--- src/rtl/mem_access_unit.sv ---
// Memory access unit: runs one load, store or fetch at a time against a synchronous
// 32-bit memory, aligning and extending load data and flagging misaligned requests.
module mem_access_unit #(
    parameter int READ_LATENCY = 2,
    parameter int ADDR_WIDTH   = 32
) (
    input  logic                  Clk,
    input  logic                  Reset_signal,
    input  logic                  req,
    input  logic                  wr,
    input  logic [1:0]            size,
    input  logic                  sign_ext,
    input  logic [ADDR_WIDTH-1:0] Addr,
    input  logic [31:0]           WriteData,
    output logic [31:0]           ReadData,
    output logic                  busy,
    output logic                  done,
    output logic                  addr_err,
    output logic [ADDR_WIDTH-1:0] Mem_addr,
    output logic [31:0]           Mem_wdata,
    output logic                  Mem_wr,
    output logic [3:0]            Mem_byte_en,
    input  logic [31:0]           Mem_rdata
);

    localparam logic [2:0] ST_IDLE  = 3'd0;
    localparam logic [2:0] ST_READ  = 3'd1;
    localparam logic [2:0] ST_WRITE = 3'd2;
    localparam logic [2:0] ST_DONE  = 3'd3;
    localparam logic [2:0] ST_ERR   = 3'd4;

    // cnt is 0 on the first READ cycle, so the sampling edge is the one leaving cnt = L-1
    localparam logic [2:0] CNT_LAST = 3'(READ_LATENCY - 1);

    logic [2:0]            state;
    logic [2:0]            cnt;
    logic [ADDR_WIDTH-1:0] addr_q;
    logic                  wr_q;
    logic [1:0]            size_q;
    logic                  sign_ext_q;
    logic [31:0]           wdata_q;

    function automatic logic is_misaligned(input logic [1:0] sz, input logic [1:0] lane);
        case (sz)
            2'b01:   return lane[0];
            2'b10:   return 1'b0;
            default: return lane != 2'b00;
        endcase
    endfunction

    function automatic logic [31:0] align_load(input logic [31:0] rdata, input logic [1:0] lane,
                                               input logic [1:0] sz, input logic sx);
        logic [31:0]        shifted;
        logic signed [7:0]  b;
        logic signed [15:0] h;
        logic signed [31:0] b_ext;
        logic signed [31:0] h_ext;
        shifted = rdata >> {lane, 3'b000};
        b       = shifted[7:0];
        h       = shifted[15:0];
        b_ext   = b;
        h_ext   = h;
        case (sz)
            2'b10:   return sx ? b_ext : {24'h0, shifted[7:0]};
            2'b01:   return sx ? h_ext : {16'h0, shifted[15:0]};
            default: return rdata;
        endcase
    endfunction

    function automatic logic [31:0] lane_wdata(input logic [31:0] wd, input logic [1:0] sz);
        case (sz)
            2'b10:   return {4{wd[7:0]}};
            2'b01:   return {2{wd[15:0]}};
            default: return wd;
        endcase
    endfunction

    function automatic logic [3:0] lane_enables(input logic [1:0] sz, input logic [1:0] lane);
        case (sz)
            2'b10:   return 4'b0001 << lane;
            2'b01:   return lane[1] ? 4'b1100 : 4'b0011;
            default: return 4'b1111;
        endcase
    endfunction

    always_ff @(posedge Clk or posedge Reset_signal) begin
        if (Reset_signal) begin
            state      <= ST_IDLE;
            cnt        <= '0;
            addr_q     <= '0;
            wr_q       <= 1'b0;
            size_q     <= 2'b00;
            sign_ext_q <= 1'b0;
            wdata_q    <= '0;
            ReadData   <= '0;
        end else begin
            case (state)
                ST_IDLE: begin
                    if (req) begin
                        addr_q     <= Addr;
                        wr_q       <= wr;
                        size_q     <= size;
                        sign_ext_q <= sign_ext;
                        wdata_q    <= WriteData;
                        cnt        <= '0;
                        if (is_misaligned(size, Addr[1:0]))
                            state <= ST_ERR;
                        else if (wr)
                            state <= ST_WRITE;
                        else
                            state <= ST_READ;
                    end
                end
                ST_READ: begin
                    cnt <= cnt + 3'd1;
                    if (cnt == CNT_LAST) begin
                        ReadData <= align_load(Mem_rdata, addr_q[1:0], size_q, sign_ext_q);
                        state    <= ST_DONE;
                    end
                end
                ST_WRITE: state <= ST_DONE;
                ST_DONE:  state <= ST_IDLE;
                ST_ERR:   state <= ST_IDLE;
                default:  state <= ST_IDLE;
            endcase
        end
    end

    assign busy        = (state != ST_IDLE);
    assign done        = (state == ST_DONE);
    assign addr_err    = (state == ST_ERR);
    assign Mem_wr      = (state == ST_WRITE) && wr_q;
    assign Mem_addr    = {addr_q[ADDR_WIDTH-1:2], 2'b00};
    assign Mem_wdata   = lane_wdata(wdata_q, size_q);
    assign Mem_byte_en = Mem_wr ? lane_enables(size_q, addr_q[1:0]) : 4'b0000;

endmodule

--- config.mk ---
export PLATFORM = sky130hd
export DESIGN_NAME = mem_access_unit
export DESIGN_NICKNAME = d
export VERILOG_FILES = /design/src/rtl/mem_access_unit.sv
export SDC_FILE = /design/constraint.sdc
export NUM_CORES = 1
export LEC_CHECK = 0
export BUFFER_PORTS_ARGS = -buffer_cell sky130_fd_sc_hd__buf_2
export CORE_UTILIZATION = 40
export DETAILED_ROUTE_END_ITERATION = 8
export GPL_TIMING_DRIVEN = 0
export PLACE_DENSITY = 0.76
export SYNTH_ARGS = -nofsm -noshare
export SYNTH_HDL_FRONTEND = slang
export SYNTH_SLANG_ARGS = --single-unit
--- constraint.sdc ---
create_clock -name Clk -period 4.28 [get_ports Clk]
set_clock_uncertainty 0.1 [all_clocks]
set_input_delay 0.856 -clock Clk [delete_from_list [all_inputs] [get_ports Clk]]
set_output_delay 0.856 -clock Clk [all_outputs]
set_load 0.03 [all_outputs]
==> results of run 1 <==
area by class of cell:
class                      instances  share of cell area, %
tap                              176                   3.15
clock inverter                     5                  0.825
sequential                       106                   38.0
timing repair buffer             205                   15.0
clock buffer                       9                   3.23
multi-input combinational        303                   31.9
buffer                            74                   7.21
inverter                          12                  0.681
registers in the layout, summed over array words and instances (netlist names):
| signal | flops |
|---|---|
| sign_ext_q | 1 |
| cnt | 3 |
| wdata_q | 32 |
| addr_q | 32 |
| ReadData | 32 |
| wr_q | 1 |
| state | 3 |
| size_q | 2 |
stage by stage:
step | util (%) | hold slack, ps
6_report | 52.7 | 376
5_1_grt | 52.7 | 405
4_1_cts | 52.7 | 382
3_5_place_dp | 50.6 | 367
3_3_place_gp | 50.3 | 357
2_1_floorplan | - | 373
metal layers:
layer | vias up | wire length [um]
met5 | - | 0
met4 | 0 | 399
met3 | 23 | 1260
met2 | 197 | 6770
met1 | 2197 | 6270
li1 | 2144 | -
worst max-delay path, stage by stage, from the launching register on:
cell and delay (ps):
dfrtp_1 350, inv_1 60, ha_1 300, buf_2 200
nor2_1 410, clkbuf_1 570, a22o_1 250, buf_2 200
layout by cell type (no fill, tap or decap), types with 4 or more instances in the layout:
| master | count |
|---|---|
| a21bo_2 | 6 |
| buf_2 | 210 |
| clkbuf_16 | 9 |
| mux2_2 | 71 |
| a22oi_1 | 23 |
| nor2b_1 | 4 |
| nand3_1 | 33 |
| inv_1 | 10 |
| buf_4 | 42 |
| buf_6 | 8 |
| ha_1 | 5 |
| dfrtp_1 | 106 |
| nand2_1 | 63 |
| o21ai_0 | 38 |
| clkbuf_1 | 17 |
| a22o_1 | 24 |
final timing paths:
| check | slack (ps) | end | start | depth (start not counted) |
|---|---|---|---|---|
| worst max-delay path | 620 | Mem_wdata[21] | size_q[0]$_DFFE_PP0P_ | 7 |
| min in group asynchronous | 520 | ReadData[18]$_DFFE_PP0P_ | Reset_signal | 2 |
| worst min register to register | 380 | ReadData[3]$_DFFE_PP0P_ | ReadData[3]$_DFFE_PP0P_ | 2 |
| worst min-delay path | 380 | ReadData[3]$_DFFE_PP0P_ | ReadData[3]$_DFFE_PP0P_ | 2 |
| worst max register to register | 1900 | ReadData[2]$_DFFE_PP0P_ | size_q[0]$_DFFE_PP0P_ | 7 |
| max in group asynchronous | 2850 | wdata_q[18]$_DFFE_PP0P_ | Reset_signal | 3 |
cells by family (layout without fill, tap and decap cells):
group | Yosys count | after routing | synth area share, %
flip-flops | 106 | 106 | 48.9
adder cells (fa/ha/maj) | 5 | 5 | 1.15
AND/OR/NAND/NOR | 117 | 117 | 10.1
buffers and inverters | 86 | 305 | 10.1
AO/OA/AOI/OAI | 106 | 106 | 14.5
other | 1 | 2 | 0.0692
multiplexers | 73 | 73 | 15.1
power by group through the flow:
stage	clock network, mW	logic [mW]	registers, mW
after floorplan	0	2.74	1.99
after global placement	0	3.98	1.80
after detailed placement	0	4.02	1.81
after CTS	0.844	4.04	1.79
after global routing	0.876	4.30	1.86
final	0.815	4.01	1.79
==> out/metrics.csv, run 1 <==
metric,value,unit
Power Density,948,mW/mm2
Clock power frac,12.3,%
reported net switching power,3.19,mW
Synth area leader,dfrtp_1,
Post-Layout Cell Count,890,
register area,0.00265,mm2
Global Route met2 Usage,34.1,%
clock root cell,clkbuf_16,
met1 usage in global routing,28.0,%
Pint,3.43,mW
post-synthesis area per instance,11.0,um2
Post-CTS Setup Repair Bufs,0,
FILL cells,1236,
synthesized cell area,0.00542,mm2
Post-synth top cells,"106 x dfrtp_1, 71 x mux2_2, 63 x nand2_1, 42 x buf_4, 38 x o21ai_0",
TritonCTS clock tree,yes,
Setup Crit Path Kind,reg -> out,
Setup-failing EPs final,0,
top_reg_cell synth,dfrtp_1,
busiest layer in global routing,met2,
pin count of the biggest net entering global routing,55,
clk sinks,106,
highest clock rate,274,MHz
first drt pass iteration count,4,
"Remaining Overflow, GRT",0,
Worst-Margin Slew,711,ps
post-synth top area share,48.9,%
Total GRT Usage,21.9,%
global-route wire length before repair,23.5,mm
Hold Fails Final Rpt,0,
post-route antenna net violation count,0,
drt initial violations,266,
Syn. warnings,0,
Cells after DPL,876,
post-layout minimum cycle time,3660,ps
Final Max Slew Viols,0,
die area,0.0140,mm2
period utilization,85.4,%
worst min path class,reg -> reg,
status,completed,
CP max FO,10,
Rows,42,
top-count cell post-synth,dfrtp_1,
CP Capture Type,output pin,
CTS resizes,0,
Hold Buf Count CTS,0,
die height,118,um
ratio of cells with drive above 1 in the final layout,50.6,%
total power,6.62,mW
CP required,3320,ps
switching share of total power,48.1,%
LEAKAGE,3.49,nW
post-detail-place hpwl,11.2,mm
vias in the first global route,4451,
Flop pwr share,27.1,%
dpl ws,1010,ps
vias per inst,5.12,
fin area,0.00698,mm2
remaining routing DRC violations,0,
final setup TNS,0,ps
Final WS setup,624,ps
routed wire length per instance,16.5,um
register area share after synthesis,48.9,%
Max-Cap Viols,0,
top post-synthesis cells by area,"dfrtp_1 49%, mux2_2 15%, buf_4 5.8%, nand2_1 4.4%, a22o_1 3.9%",
antenna cell count,0,
maximum VDD drop,0.000537,V
distinct cell type count after synthesis,42,
Post-Synthesis Cells,494,
Port Buffers,204,
CTS H-Tree Depth,3,
Placement Cell Area,0.00670,mm2
Multi-input gate area,0.00223,mm2
clock-pin slew on the worst setup and hold paths,70,ps
"FF+latch count, synth",106,
die width,118,um
Comb pwr share,60.6,%
"EDFF count, synth",0,
clk_lat worst skew,350,ps
Area Overhead vs Synth,28.7,%
met3 usage,6.13,%
unrepaired setup endpoints after global routing,false,
crit path launch type,flip-flop,
DR vias,4561,
Final nets,819,
antenna violations before repair,0,
io pins,207,
relative slew slack,52.6,%
Initial Util,40.9,%
CTS buffer count,9,
area of the core,0.0132,mm2
async set-reset flop share out of synthesis,100,%
crit path DAT,2700,ps
final wirelength,14.7,mm
CTS Buffer Depth,2,
GPL Wtd Cong,0.882,
Power figures use the tool's default switching activity.
==> run 2: changes to the inputs <==
PLACE_DENSITY = 0.65   (was 0.76)
==> run 2 against run 1 <==
Net effect:
- core utilization is essentially flat
- combinational power is essentially flat
- non-clock buffer count is the same
- global-route usage shrank 0.26 points
- count of clock-buffer cells in the layout grew 3
- critical path depth is the same
- critical endpoint unchanged
==> out/metrics.csv, run 2 (synthesized netlist as in run 1, its figures left out) <==
metric,value,unit,change
global-route wire length before repair,23.5,mm,about the same
Comb pwr share,60.9,%,+0.3 points
Largest regs,"ReadData x32, addr_q x32, wdata_q x32",,
Max-Cap Viols,0,,unchanged
Setup Crit Path Kind,reg -> out,,
Clock power frac,11.7,%,-0.6 points
crit path launch type,flip-flop,,
Initial Util,40.9,%,unchanged
Post-CTS Setup Repair Bufs,0,,unchanged
final hold slack,378,ps,+2.36 ps
Setup-failing EPs final,0,,unchanged
CTS resizes,0,,unchanged
final wirelength,14.7,mm,+0.30%
crit path DAT,2630,ps,-70 ps
io pins,207,,unchanged
vias per inst,5.12,,-0.14%
Port Buffers,204,,unchanged
drt initial violations,276,,+3.8%
vias in the first global route,4603,,+3.4%
Total GRT Usage,21.6,%,-0.26 points
die area,0.0140,mm2,unchanged
highest clock rate,279,MHz,+1.9%
fin area,0.00697,mm2,about the same
maximum VDD drop,0.000551,V,+2.7%
GPL Wtd Cong,0.855,,-3.1%
final core occ,52.7,%,about the same
post-layout minimum cycle time,3590,ps,-69.5 ps
Hold Fails Final Rpt,0,,unchanged
unrepaired setup endpoints after global routing,false,,
switching share of total power,48.2,%,+0.071 points
remaining routing DRC violations,0,,unchanged
pin count of the biggest net entering global routing,62,,+13%
Hold Buf Count CTS,0,,unchanged
DR vias,4570,,+0.20%
clk_lat worst skew,340,ps,about the same
LEAKAGE,3.50,nW,+0.25%
relative slew slack,47.2,%,-5.4 points
TritonCTS clock tree,yes,,
reported net switching power,3.17,mW,-0.40%
Placement Cell Area,0.00670,mm2,unchanged
clk sinks,106,,unchanged
Area Overhead vs Synth,28.6,%,about the same
CTS H-Tree Depth,3,,unchanged
area of the core,0.0132,mm2,unchanged
CTS buffer count,9,,unchanged
dpl ws,1080,ps,+75.9 ps
Final WS setup,694,ps,+69.5 ps
Power Density,944,mW/mm2,-0.46%
Worst-Margin Slew,792,ps,+80.9 ps
post-route antenna net violation count,0,,unchanged
ratio of cells with drive above 1 in the final layout,50.5,%,-0.071 points
Final Max Slew Viols,0,,unchanged
clock-pin slew on the worst setup and hold paths,70,ps,about the same
worst min path class,reg -> reg,,
Final nets,819,,unchanged
period utilization,83.8,%,-1.6 points
routed wire length per instance,16.5,um,about the same
Pint,3.41,mW,-0.68%
status,completed,,
first drt pass iteration count,5,,+1
"commonest non-fill, non-tap cell in the layout",buf_2,,
CP max FO,10,,unchanged
CP required,3320,ps,about the same
Flop pwr share,27.5,%,+0.4 points
"commonest non-fill, non-tap cells in the layout","210 x buf_2, 106 x dfrtp_1, 71 x mux2_2",,
antenna violations before repair,2,,+2
total power,6.58,mW,-0.55%
"Remaining Overflow, GRT",0,,unchanged
CP Capture Type,output pin,,
CTS Buffer Depth,2,,unchanged
post-detail-place hpwl,11.3,mm,+1.2%
die width,118,um,unchanged
Rows,42,,unchanged
clock root cell,clkbuf_16,,
die height,118,um,unchanged
## run 2: power by group through the flow
stage	combinational, mW	sequential, mW	clock (mW)
detailed placement	4.02	1.82	0
finish	4.01	1.81	0.768
CTS	4.04	1.81	0.798
global placement	3.96	1.79	0
floorplan	2.74	1.99	0
global route	4.31	1.87	0.837
## run 2: cell type report
| class | instances | area (um2) |
|---|---|---|
| clock buffer | 12 | 256 |
| fill | 1233 | 6270 |
| clock inverter | 3 | 15.0 |
| antenna | 2 | 5.00 |
| sequential | 106 | 2650 |
| timing repair buffer | 205 | 1050 |
| tap | 176 | 220 |
| multi-input combinational | 303 | 2230 |
| inverter | 12 | 47.5 |
| buffer | 74 | 503 |
## run 2: stage by stage
step                TNS [ps]  instances
floorplan                  0        495
global placement      -76440        875
detailed placement         0        876
CTS                        0        891
global route               0        893
finish                     0        893
## run 2: routing by layer
layer | up-vias | wire length (um) | global-route usage, %
met3 | 24 | 951 | 4.30
met1 | 2198 | 6230 | 27.3
met2 | 196 | 7170 | 35.7
met4 | 0 | 389 | 9.97
met5 | - | 0 | 0
li1 | 2152 | - | -
## run 2: critical path: stages, from the launching register on
cell and delay [ps]:
dfrtp_1 350, inv_1 60, ha_1 300, buf_2 190, nor2_1 410, clkbuf_1 530, a22o_1 240, buf_2 200
## run 2: path summary, 6_finish.rpt
path / from / to / slack, ps / cells after the start
max: size_q[0]$_DFFE_PP0P_ / Mem_wdata[21] / 690 / 7
min in group asynchronous: Reset_signal / addr_q[19]$_DFFE_PP0P_ / 550 / 2
min reg2reg: ReadData[0]$_DFFE_PP0P_ / ReadData[0]$_DFFE_PP0P_ / 380 / 2
max in group asynchronous: Reset_signal / wdata_q[22]$_DFFE_PP0P_ / 2840 / 3
min: ReadData[0]$_DFFE_PP0P_ / ReadData[0]$_DFFE_PP0P_ / 380 / 2
max reg2reg: size_q[0]$_DFFE_PP0P_ / ReadData[1]$_DFFE_PP0P_ / 1900 / 7
==> run 3: changes to the inputs <==
PLACE_DENSITY = 0.68   (was 0.65)
clock period = 3.2 ns   (was 4.28 ns; I/O delays follow)
==> run 3 against run 2 <==
Net effect:
- non-clock buffer count grew 1
- combinational power grew 33%
- critical path depth is the same
- global-route usage shrank 0.24 points
- sequential cell count is the same
- sequential share of layout area shrank 0.38 points
- wire length shrank 1.2%
- clock power grew 55%
- final area grew 1.0%
- via count grew 0.26%
- setup slack lost 520 ps
==> out/metrics.csv, run 3 (synthesized netlist as in run 1, its figures left out) <==
metric,value,unit,change
status,completed,,
Final Max Slew Viols,0,,unchanged
ratio of cells with drive above 1 in the final layout,51.3,%,+0.84 points
Max-Cap Viols,0,,unchanged
vias per inst,5.13,,+0.26%
period utilization,94.5,%,
unrepaired setup endpoints after global routing,false,,
io pins,207,,unchanged
antenna cell count,0,,-2
GPL Wtd Cong,0.881,,+3.1%
Setup Crit Path Kind,reg -> out,,
Total GRT Usage,21.4,%,-0.24 points
LEAKAGE,3.52,nW,+0.83%
post-detail-place hpwl,11.3,mm,-0.50%
dpl ws,248,ps,-837 ps
remaining routing DRC violations,0,,unchanged
clk sinks,106,,unchanged
final setup TNS,0,ps,unchanged
DR vias,4582,,+0.26%
clk_lat worst skew,340,ps,about the same
crit path launch type,flip-flop,,
die area,0.0140,mm2,unchanged
final wirelength,14.6,mm,-1.2%
Hold Fails Final Rpt,0,,unchanged
clock-pin slew on the worst setup and hold paths,70,ps,about the same
"commonest non-fill, non-tap cell in the layout",buf_2,,
maximum VDD drop,0.000845,V,+53%
"commonest non-fill, non-tap cells in the layout","210 x buf_2, 106 x dfrtp_1, 71 x mux2_2",,
vias in the first global route,4560,,-0.93%
pin count of the biggest net entering global routing,39,,-37%
routed wire length per instance,16.3,um,-1.2%
FILL cells,1241,,+0.65%
Worst-Margin Slew,844,ps,+52.1 ps
worst min path class,in -> async,,
highest clock rate,331,MHz,
antenna violations before repair,2,,unchanged
Final nets,820,,+0.12%
CP max FO,10,,unchanged
CTS H-Tree Depth,3,,unchanged
Area Overhead vs Synth,29.9,%,
die width,118,um,unchanged
post-layout minimum cycle time,3020,ps,
Port Buffers,204,,unchanged
drt initial violations,235,,-15%
Rows,42,,unchanged
Final WS setup,175,ps,-519 ps
clock root cell,clkbuf_16,,
"Remaining Overflow, GRT",0,,unchanged
first drt pass iteration count,4,,-1
CTS Buffer Depth,2,,unchanged
TritonCTS clock tree,yes,,
CP required,2460,ps,-860 ps
Largest regs,"ReadData x32, addr_q x32, wdata_q x32",,
CTS buffer count,9,,unchanged
Post-Layout Cell Count,893,,unchanged
global-route wire length before repair,23.3,mm,-0.85%
Cells after DPL,877,,+0.11%
Setup-failing EPs final,0,,unchanged
area of the core,0.0132,mm2,unchanged
CP Capture Type,output pin,,
final hold slack,355,ps,-23.3 ps
die height,118,um,unchanged
crit path DAT,2280,ps,-350 ps
Power Density,1270,mW/mm2,+35%
relative slew slack,43.6,%,-3.6 points
post-route antenna net violation count,0,,unchanged
register area,0.00265,mm2,unchanged
Initial Util,40.9,%,unchanged
Multi-input gate area,0.00223,mm2,+0.39%
run 3: changes by cell type in the layout (fill, tap and decap cells not counted), moves of 2 or more:
cell	delta
clkbuf_2	+3
diode_2	-2
buf_12	+2
bufinv_16	+2
clkbuf_1	-3
clkinvlp_4	+2
run 3: power by group:
group / switching [mW] / internal (mW)
logic: 3.31 / 2.02
registers: 0.436 / 1.99
clock network: 0.489 / 0.705
run 3: final timing paths:
check                                   startpoint                        to  slack (ps)  cells past startpoint
max                          size_q[0]$_DFFE_PP0P_             Mem_wdata[20]         180                      7
min                                   Reset_signal  ReadData[18]$_DFFE_PP0P_         360                      2
max reg2reg                   state[1]$_DFFE_PP0P_  ReadData[13]$_DFFE_PP0P_        1120                      4
min reg2reg                ReadData[4]$_DFFE_PP0P_   ReadData[4]$_DFFE_PP0P_         380                      2
max in group asynchronous             Reset_signal   wdata_q[31]$_DFFE_PP0P_        1730                      4
min in group Clk           ReadData[4]$_DFFE_PP0P_   ReadData[4]$_DFFE_PP0P_         380                      2
run 3: layout make-up:
type,count,area share (%)
Tap cell,176,3.13
Timing Repair Buffer,206,15.1
Buffer,74,7.19
Clock buffer,11,3.45
Clock inverter,5,1.10
Inverter,12,0.693
Multi-Input combinational cell,303,31.7
Sequential cell,106,37.7
run 3: through the flow:
| stage | power [mW] | utilization, % | area [um2] |
|---|---|---|---|
| after CTS | 9.02 | 53.2 | 7040 |
| final | 8.95 | 53.2 | 7040 |
| after global placement | 7.66 | 50.4 | 6680 |
| after floorplan | 6.33 | - | 5440 |
| after detailed placement | 7.80 | 50.7 | 6720 |
| after global routing | 9.51 | 53.2 | 7040 |
run 3: what timing repair did:
| item | CTS | global route |
|---|---|---|
| gates cloned | 0 | 0 |
| gates resized for setup | 2 | 3 |
| endpoints found under the setup margin | 9 | 13 |
| hold buffers | 0 | 0 |
| buffers inserted | 0 | 0 |
run 3: worst max-delay path, stage by stage (launching register included):
cell      delay, ps
dfrtp_1         350
inv_1            60
ha_1            300
buf_2           190
nor2_2          300
clkbuf_2        340
a22o_1          190
buf_2           190
run 3: layer usage:
metal,up-vias,wire [um],track usage [%],part of all wire [%]
li1,2141,-,-,-
met2,176,7020,35.3,48
met1,2237,6060,27.0,42
met4,4,280,7.36,1.9
met5,-,23,0,0.16
met3,24,1180,5.65,8.1
